`src/rtl/quad_pkg.sv`:
```
// Shared encodings for the quadrature decoder: A/B phase states and decode results.
package quad_pkg;

  // Phase states as {a, b}; forward rotation visits them in the order listed.
  localparam logic [1:0] QS_00 = 2'b00;
  localparam logic [1:0] QS_10 = 2'b10;
  localparam logic [1:0] QS_11 = 2'b11;
  localparam logic [1:0] QS_01 = 2'b01;

  // Outcome of comparing the previous and current A/B state.
  typedef enum logic [1:0] {
    STEP_NONE = 2'd0,
    STEP_UP   = 2'd1,
    STEP_DN   = 2'd2,
    STEP_ERR  = 2'd3
  } step_e;

endpackage

```
`src/rtl/sync_ff.sv`:
```
// Single-bit multi-flop synchroniser with asynchronous active-low reset.
module sync_ff #(
  parameter int unsigned STAGES = 2
) (
  input  logic i_clk,
  input  logic i_rst_n,
  input  logic i_d,
  output logic o_q
);

  logic [STAGES-1:0] r_sync;

  // Shift the asynchronous input through the flop chain.
  always_ff @(posedge i_clk or negedge i_rst_n) begin
    if (!i_rst_n) begin
      r_sync <= '0;
    end else begin
      r_sync <= {r_sync[STAGES-2:0], i_d};
    end
  end

  assign o_q = r_sync[STAGES-1];

endmodule

```
`src/rtl/quad_decoder.sv`:
```
// x4 quadrature decoder with built-in up/down position counter and illegal-edge flag.
module quad_decoder
  import quad_pkg::*;
#(
  parameter int unsigned WIDTH       = 4,
  parameter int unsigned SYNC_STAGES = 2
) (
  input  logic             clk,
  input  logic             reset,
  input  logic             quad_a,
  input  logic             quad_b,
  input  logic             enable,
  input  logic             clear,
  output logic [WIDTH-1:0] count,
  output logic             dir,
  output logic             step,
  output logic             err,
  output logic             err_sticky
);

  localparam int unsigned CW = $clog2(SYNC_STAGES + 1);

  logic             w_a;
  logic             w_b;
  logic [1:0]       w_ab;
  step_e            w_dec;

  logic [1:0]       r_prev_ab;
  logic             r_init;
  logic [CW-1:0]    r_init_cnt;
  logic [WIDTH-1:0] r_count;
  logic             r_dir;
  logic             r_step;
  logic             r_err;
  logic             r_err_sticky;

  sync_ff #(
    .STAGES (SYNC_STAGES)
  ) u_sync_a (
    .i_clk   (clk),
    .i_rst_n (reset),
    .i_d     (quad_a),
    .o_q     (w_a)
  );

  sync_ff #(
    .STAGES (SYNC_STAGES)
  ) u_sync_b (
    .i_clk   (clk),
    .i_rst_n (reset),
    .i_d     (quad_b),
    .o_q     (w_b)
  );

  assign w_ab = {w_a, w_b};

  // Classify the transition from the previous to the current synchronised state.
  always_comb begin
    w_dec = STEP_NONE;
    unique case ({r_prev_ab, w_ab})
      {QS_00, QS_10}, {QS_10, QS_11}, {QS_11, QS_01}, {QS_01, QS_00}: w_dec = STEP_UP;
      {QS_00, QS_01}, {QS_01, QS_11}, {QS_11, QS_10}, {QS_10, QS_00}: w_dec = STEP_DN;
      {QS_00, QS_11}, {QS_11, QS_00}, {QS_01, QS_10}, {QS_10, QS_01}: w_dec = STEP_ERR;
      default:                                                        w_dec = STEP_NONE;
    endcase
  end

  // Track previous state, register step/err/dir pulses and update the position count.
  always_ff @(posedge clk or negedge reset) begin
    if (!reset) begin
      r_prev_ab    <= QS_00;
      r_init       <= 1'b0;
      r_init_cnt   <= '0;
      r_count      <= '0;
      r_dir        <= 1'b0;
      r_step       <= 1'b0;
      r_err        <= 1'b0;
      r_err_sticky <= 1'b0;
    end else begin
      r_prev_ab <= w_ab;
      r_step    <= 1'b0;
      r_err     <= 1'b0;
      if (!r_init) begin
        // Synchroniser flops come out of reset at 0; wait until they hold the real pin
        // levels before taking the reference state, so a non-zero power-up position
        // never looks like an edge.
        r_init_cnt <= r_init_cnt + CW'(1);
        if (r_init_cnt == CW'(SYNC_STAGES)) begin
          r_init <= 1'b1;
        end
      end else begin
        unique case (w_dec)
          STEP_UP: begin
            r_step <= 1'b1;
            r_dir  <= 1'b1;
            if (enable) r_count <= r_count + WIDTH'(1);
          end
          STEP_DN: begin
            r_step <= 1'b1;
            r_dir  <= 1'b0;
            if (enable) r_count <= r_count - WIDTH'(1);
          end
          STEP_ERR: begin
            r_err        <= 1'b1;
            r_err_sticky <= 1'b1;
          end
          STEP_NONE: ;
        endcase
      end
      // Clear wins over any count or sticky update in the same cycle.
      if (clear) begin
        r_count      <= '0;
        r_err_sticky <= 1'b0;
      end
    end
  end

  assign count      = r_count;
  assign dir        = r_dir;
  assign step       = r_step;
  assign err        = r_err;
  assign err_sticky = r_err_sticky;

endmodule

```
`config.mk`:
```
export PLATFORM = sky130hd
export DESIGN_NAME = quad_decoder
export DESIGN_NICKNAME = d
export VERILOG_FILES = /design/src/rtl/quad_pkg.sv /design/src/rtl/sync_ff.sv /design/src/rtl/quad_decoder.sv
export SDC_FILE = /design/constraint.sdc
export NUM_CORES = 1
export LEC_CHECK = 0
export CORE_MARGIN = 4
export CORE_UTILIZATION = 30
export CTS_BUF_LIST = sky130_fd_sc_hd__clkbuf_4 sky130_fd_sc_hd__clkbuf_8 sky130_fd_sc_hd__clkbuf_16
export DETAILED_ROUTE_END_ITERATION = 7
export GPL_TIMING_DRIVEN = 0
export PLACE_DENSITY_LB_ADDON = 0.08
export SLEW_MARGIN = 40
export SYNTH_ARGS = -nofsm -noshare
export SYNTH_HDL_FRONTEND = slang
export SYNTH_SLANG_ARGS = --single-unit
```
`constraint.sdc`:
```
create_clock -name clk -period 5.65 [get_ports clk]
set_input_delay 1.13 -clock clk [delete_from_list [all_inputs] [get_ports clk]]
set_output_delay 1.13 -clock clk [all_outputs]
set_load 0.02 [all_outputs]
```
==> results of run 1 <==
## cells by family after synthesis
group	count (synthesis)	synth area share [%]
and+or+nand+nor	17	9.937
muxes	6	8.975
DFF	17	54.49
adders and majority gates	7	11.22
AOI/OAI and AO/OA	12	9.455
xor gates and xnor gates	4	4.488
buffers and inverters	3	1.442
## cells in the final DEF (no fill, tap or decap), drive strengths merged, types with 3 or more instances in the layout
cell / instances
a21oi: 4
nor2: 9
o21ai: 3
mux2i: 4
clkdlybuf4s50: 12
ha: 7
dfrtp: 17
clkbuf: 4
inv: 3
nand2: 3
## state kept, by name, indices dropped and copies added, names as in the netlist
name             count
err_sticky           1
step                 1
u_sync_b.r_sync      2
count                4
r_init               1
dir                  1
u_sync_a.r_sync      2
err                  1
r_prev_ab            2
r_init_cnt           2
## per-layer routing
metal	vias to the layer above	track usage, %	routed length, um
met2	8	12.62	582
li1	264	-	-
met4	0	7.443	42
met3	5	1.307	43
met5	-	0	0
met1	232	11.93	628
## stage by stage
step | total power, mW | instances | hold slack [ps] | cell area (um2)
5_1_grt | 0.2920 | 113 | 372.5 | 973.4
3_3_place_gp | 0.2095 | 109 | 332.8 | 948.4
2_1_floorplan | 0.1810 | 66 | 331.2 | 780.7
4_1_cts | 0.2803 | 113 | 359.6 | 978.4
6_report | 0.2741 | 113 | 357.1 | 973.4
3_5_place_dp | 0.2102 | 109 | 337.8 | 948.4
## power breakdown
part           internal [mW]  switching (mW)  total (mW)
Sequential             0.132         0.00799       0.139
Combinational         0.0334          0.0332      0.0666
Clock                 0.0323          0.0357      0.0680
Total                  0.197          0.0770       0.274
## area by class of cell
class	instances	area (um2)
tap	30	37.54
inverter	3	11.26
fill	246	1504
multi-input combinational	46	344.1
timing repair buffer	13	125.1
sequential	17	425.4
clock buffer	4	30.03
## worst min-delay path by stage
| stage | to | slack, ps | cells past startpoint | startpoint |
|---|---|---|---|---|
| 2_1_floorplan | u_sync_a.r_sync[1] | 330 | 0 | u_sync_a.r_sync[0] |
| 3_3_place_gp | u_sync_b.r_sync[1] | 330 | 0 | u_sync_b.r_sync[0] |
| 3_5_place_dp | u_sync_a.r_sync[1] | 340 | 0 | u_sync_a.r_sync[0] |
| 4_1_cts | u_sync_a.r_sync[1] | 360 | 0 | u_sync_a.r_sync[0] |
| 5_1_grt | u_sync_b.r_sync[1] | 370 | 0 | u_sync_b.r_sync[0] |
| 6_report | u_sync_b.r_sync[1] | 360 | 0 | u_sync_b.r_sync[0] |
==> qor.yml, run 1 <==
outcome:
  status: "finished, final reports clean"
clocking:
  path_clk_slew_ps: 90
  cts_tree: "done"
  postCtsSetupBuffers: 0
  clock-sinks: 17
  cts.path.max_buffers: 2
  cts_root_buffer: "clkbuf_4"
  clk_latency_ps: 290
  htreeDepth: 1
  cts_buffers: 3
  cts_resized: 0
  cts_hold_buffers: 0
synth:
  synthCells: 66
  yosysTopAreaCellShare_pct: 54.49
  synth_ff_type: "dfrtp_1"
  yosysMostFrequentCell: "dfrtp_1"
  synth_common_cells: "17 x dfrtp_1, 9 x nor2_1, 7 x ha_1"
  post_synth_main_area_contributors: "dfrtp_1 54%, ha_1 11%, mux2i_1 5.1%, nor2_1 4.3%, mux2_4 3.8%"
  yosysTopAreaCell: "dfrtp_1"
  yosysWarnings: 0
  yosysSeqAreaShare_pct: 54.49
  yosysUniqueCellTypes: 19
  avgSynthCellArea_um2: 11.83
  syn_area_um2: 780.7
  syn_nets: 79
  synth_seq_cells: 17
  postSynth.asyncResetShare_pct: 100.0
  synth_edf_count: 0
drt:
  vias: 509
  first_pass_iters: 2
  wl_per_cell_um: 11.47
  via_per_inst: 4.504
  totalWireLength_um: 1296
  drt_first_iter_violations: 14
  drcViolationCount: 0
  ant_nets: 0
setup_path:
  cp_num_buf_inv: 1
  reg2reg_depth: 9
  crit_end: "count[1]"
  r2r_setup_slack_ps: 3310
  path_max_fanout: 6
  r2r-end: "count[3]"
  cp_slowest_cell: "clkdlybuf4s50_1"
  critPathLaunchType: "register"
  path_depth: 1
  path_class: "register to output port"
  cp-startpoint: "count[1]"
  cp.required_ps: 4520
  cp-end-kind: "output port"
  r2r-start: "u_sync_b.r_sync[1]"
  path_cells: "clkdlybuf4s50_1"
  critPathTopFamily: "buffers and inverters"
  cp.arrival_ps: 1420
  critPathMaxStageDelay_ps: 650
global_route:
  grt_usage_pct: 8.933
  grt_pass1_wl_um: 2283
  grt_pass1_vias: 518
  grt_antenna_before_repair: 0
  grt_max_degree: 18
  overflow: 0
timing:
  fin_worst_skew_ps: 5.942
  setup_viol: 0
  finalCritPeriodShare_pct: 45.06
  relSlewSlack_pct: 68.14
  fin_crit_ps: 2546
  setup_tns_ps: 0
  hold_viol: 0
  max_freq_ghz: 0.3928
  slew_viol_final: 0
  layout_setup_ws_ps: 3104
  rsz0062_at_grt: "false"
  tightestPinTransition_ps: 475.8
job:
  maxCapViolCount: 0
floorplanning:
  start_util_pct: 31.52
  io_pins: 14
  dieHeight_um: 59.02
  core_area_mm2: 0.002477
  dieArea_mm2: 0.003483
  die_w_um: 59.02
  row_count: 18
layout:
  final_util_pct: 39.29
  antenna_cells: 0
  final_net_count: 97
  drive_gt1_share_pct: 9.639
  syn_to_final_growth_pct: 24.68
power:
  power_per_cell_area_mw_per_mm2: 281.6
  cellLeakagePower_nw: 0.4703
  vdd_drop_max_mv: 0.1809
placed_design:
  io_buffers: 13
  pre_cts_ws_ps: 3140
  place.detailed.hpwl_um: 998
  gp_congestion: 0.6576
min_path:
  hp-class: "register to register"
No activity file was read; power rests on OpenSTA's default activity.
==> run 2, diff against run 1 <==
Clock period 5.65 ns to 2.11 ns, I/O delays scaled along.
==> qor.yml, run 2 (synthesis gave the netlist of run 1 again) <==
global_route:
  grt_usage_pct: 9.203  # +0.27 points
  grt_max_degree: 18  # unchanged
  grt_pass1_vias: 517  # -0.19%
  grt_antenna_before_repair: 0  # unchanged
  grt_pass1_wl_um: 2359  # +3.3%
  overflow: 0  # unchanged
timing:
  fin_crit_ps: 2090
  slew_viol_final: 0  # unchanged
  fin_worst_skew_ps: 7.837  # +1.895 ps
  relSlewSlack_pct: 74.73  # +6.6 points
  rsz0062_at_grt: "true"
  setup_tns_ps: 0  # unchanged
  holdWs_ps: 42.92  # -314.2 ps
  finalCritPeriodShare_pct: 99.03
  setup_viol: 0  # unchanged
  max_freq_ghz: 0.4786
  hold_viol: 0  # unchanged
  layout_setup_ws_ps: 20.44  # -3084 ps
  tightestPinTransition_ps: 379.1  # -96.68 ps
floorplanning:
  core_area_mm2: 0.002477  # unchanged
  dieHeight_um: 59.02  # unchanged
  io_pins: 14  # unchanged
  row_count: 18  # unchanged
  start_util_pct: 31.52  # unchanged
  die_w_um: 59.02  # unchanged
  dieArea_mm2: 0.003483  # unchanged
setup_path:
  cp-startpoint: "u_sync_b.r_sync[1]"
  cp.required_ps: 2290  # -2230 ps
  path_max_fanout: 7  # +1
  cp-end-kind: "register"
  reg2reg_depth: 10  # +1
  critPathLaunchType: "register"
  cp.arrival_ps: 2270  # +850 ps
  path_class: "register to register"
  r2r-start: "u_sync_b.r_sync[1]"
  r2r_setup_slack_ps: 20  # -3290 ps
clocking:
  cts_root_buffer: "clkbuf_4"
  clock-sinks: 17  # unchanged
  path_clk_slew_ps: 90  # about the same
  cts_hold_buffers: 0  # unchanged
  htreeDepth: 1  # unchanged
  clk_latency_ps: 280  # about the same
  cts_tree: "done"
  cts_buffers: 3  # unchanged
  cts.path.max_buffers: 2  # unchanged
job:
  maxCapViolCount: 0  # unchanged
drt:
  drcViolationCount: 0  # unchanged
  via_per_inst: 4.598  # +2.1%
  ant_nets: 0  # unchanged
  vias: 538  # +5.7%
  drt_first_iter_violations: 17  # +3
  totalWireLength_um: 1389  # +7.2%
  wl_per_cell_um: 11.87  # +3.5%
  first_pass_iters: 3  # +1
layout:
  largest_reg_flops: 4  # unchanged
  final_cell_mix: "16 x dfrtp_1, 12 x clkdlybuf4s50_1, 7 x nor2_1"
  final_util_pct: 43.28  # +4.0 points
  final_net_count: 101  # +4.1%
  design_area_mm2: 0.001072  # +10%
  final_common_cell: "dfrtp_1"
  antenna_cells: 0  # unchanged
  syn_to_final_growth_pct: 37.34
  drive_gt1_share_pct: 27.59  # +18 points
  n_fill_cell: 248  # +0.81%
min_path:
  hp-class: "primary input to async pin"
placed_design:
  place.detailed.hpwl_um: 1011  # +1.3%
  io_buffers: 13  # unchanged
  gp_congestion: 0.6576  # unchanged
  pre_cts_ws_ps: -191.9  # -3332 ps
  placed_area_um2: 950.9  # +0.26%
power:
  power_per_cell_area_mw_per_mm2: 716.7  # +150%
  power_switching_mw: 0.2170  # +180%
  p_int_mw: 0.5514  # +180%
  seqPwrFrac_pct: 49.2  # -1.7 points
  cellLeakagePower_nw: 0.4905  # +4.3%
  switching_share_pct: 28.24  # +0.17 points
  clkPwrFrac_pct: 23.2  # -1.6 points
  vdd_drop_max_mv: 0.4778  # +160%
  pwr-share-comb_pct: 27.6  # +3.3 points
outcome:
  status: "finished, final reports clean"
## run 2: area by class of cell
cell class	count	area (um2)	share of cell area [%]
Clock buffer	4	30.03	2.800
Timing Repair Buffer	17	158.9	14.82
Tap cell	30	37.54	3.501
Sequential cell	17	426.7	39.79
Inverter	3	11.26	1.050
Multi-Input combinational cell	46	407.9	38.04
## run 2: final timing paths
path | to
worst min register to register | u_sync_b.r_sync[1]
worst max-delay path | count[3]
worst max register to register | count[3]
min in group clk | u_sync_b.r_sync[1]
worst min-delay path | r_init
max in group asynchronous | u_sync_b.r_sync[1]
## run 2: power by group through the flow
stage               sequential [mW]  clock [mW]  combinational, mW
finish                        0.378       0.178              0.212
global route                  0.383       0.207              0.234
CTS                           0.376       0.191              0.199
detailed placement            0.381           0              0.183
global placement              0.380           0              0.182
floorplan                     0.404           0             0.0818
## run 2: worst max-delay path, stage by stage (launching register included)
cell and delay [ps]:
dfrtp_2 480, nor2_4 140, a21oi_2 40, nor2_2 150
a21oi_4 60, ha_4 190, ha_4 260, o211ai_1 80
a32oi_1 160, nand2_1 120, mux2_4 310
## run 2: metrics by stage
stage                     power [mW]  std cells
after global placement        0.5618        109
after detailed placement      0.5636        109
final                         0.7685        117
after global routing          0.8239        117
after CTS                     0.7667        115
after floorplan               0.4854         66
## run 2: metal layers
metal,wire [um],GRT usage (%)
met5,0,0
met4,44,6.796
met3,34,1.307
met2,636,12.93
met1,674,12.74
## run 2: repair_timing
item / in CTS / in global routing
gates resized for setup: 8 / 9
endpoints found under the setup margin: 2 / 4
buffers inserted: 2 / 2
pin swaps: 5 / 8
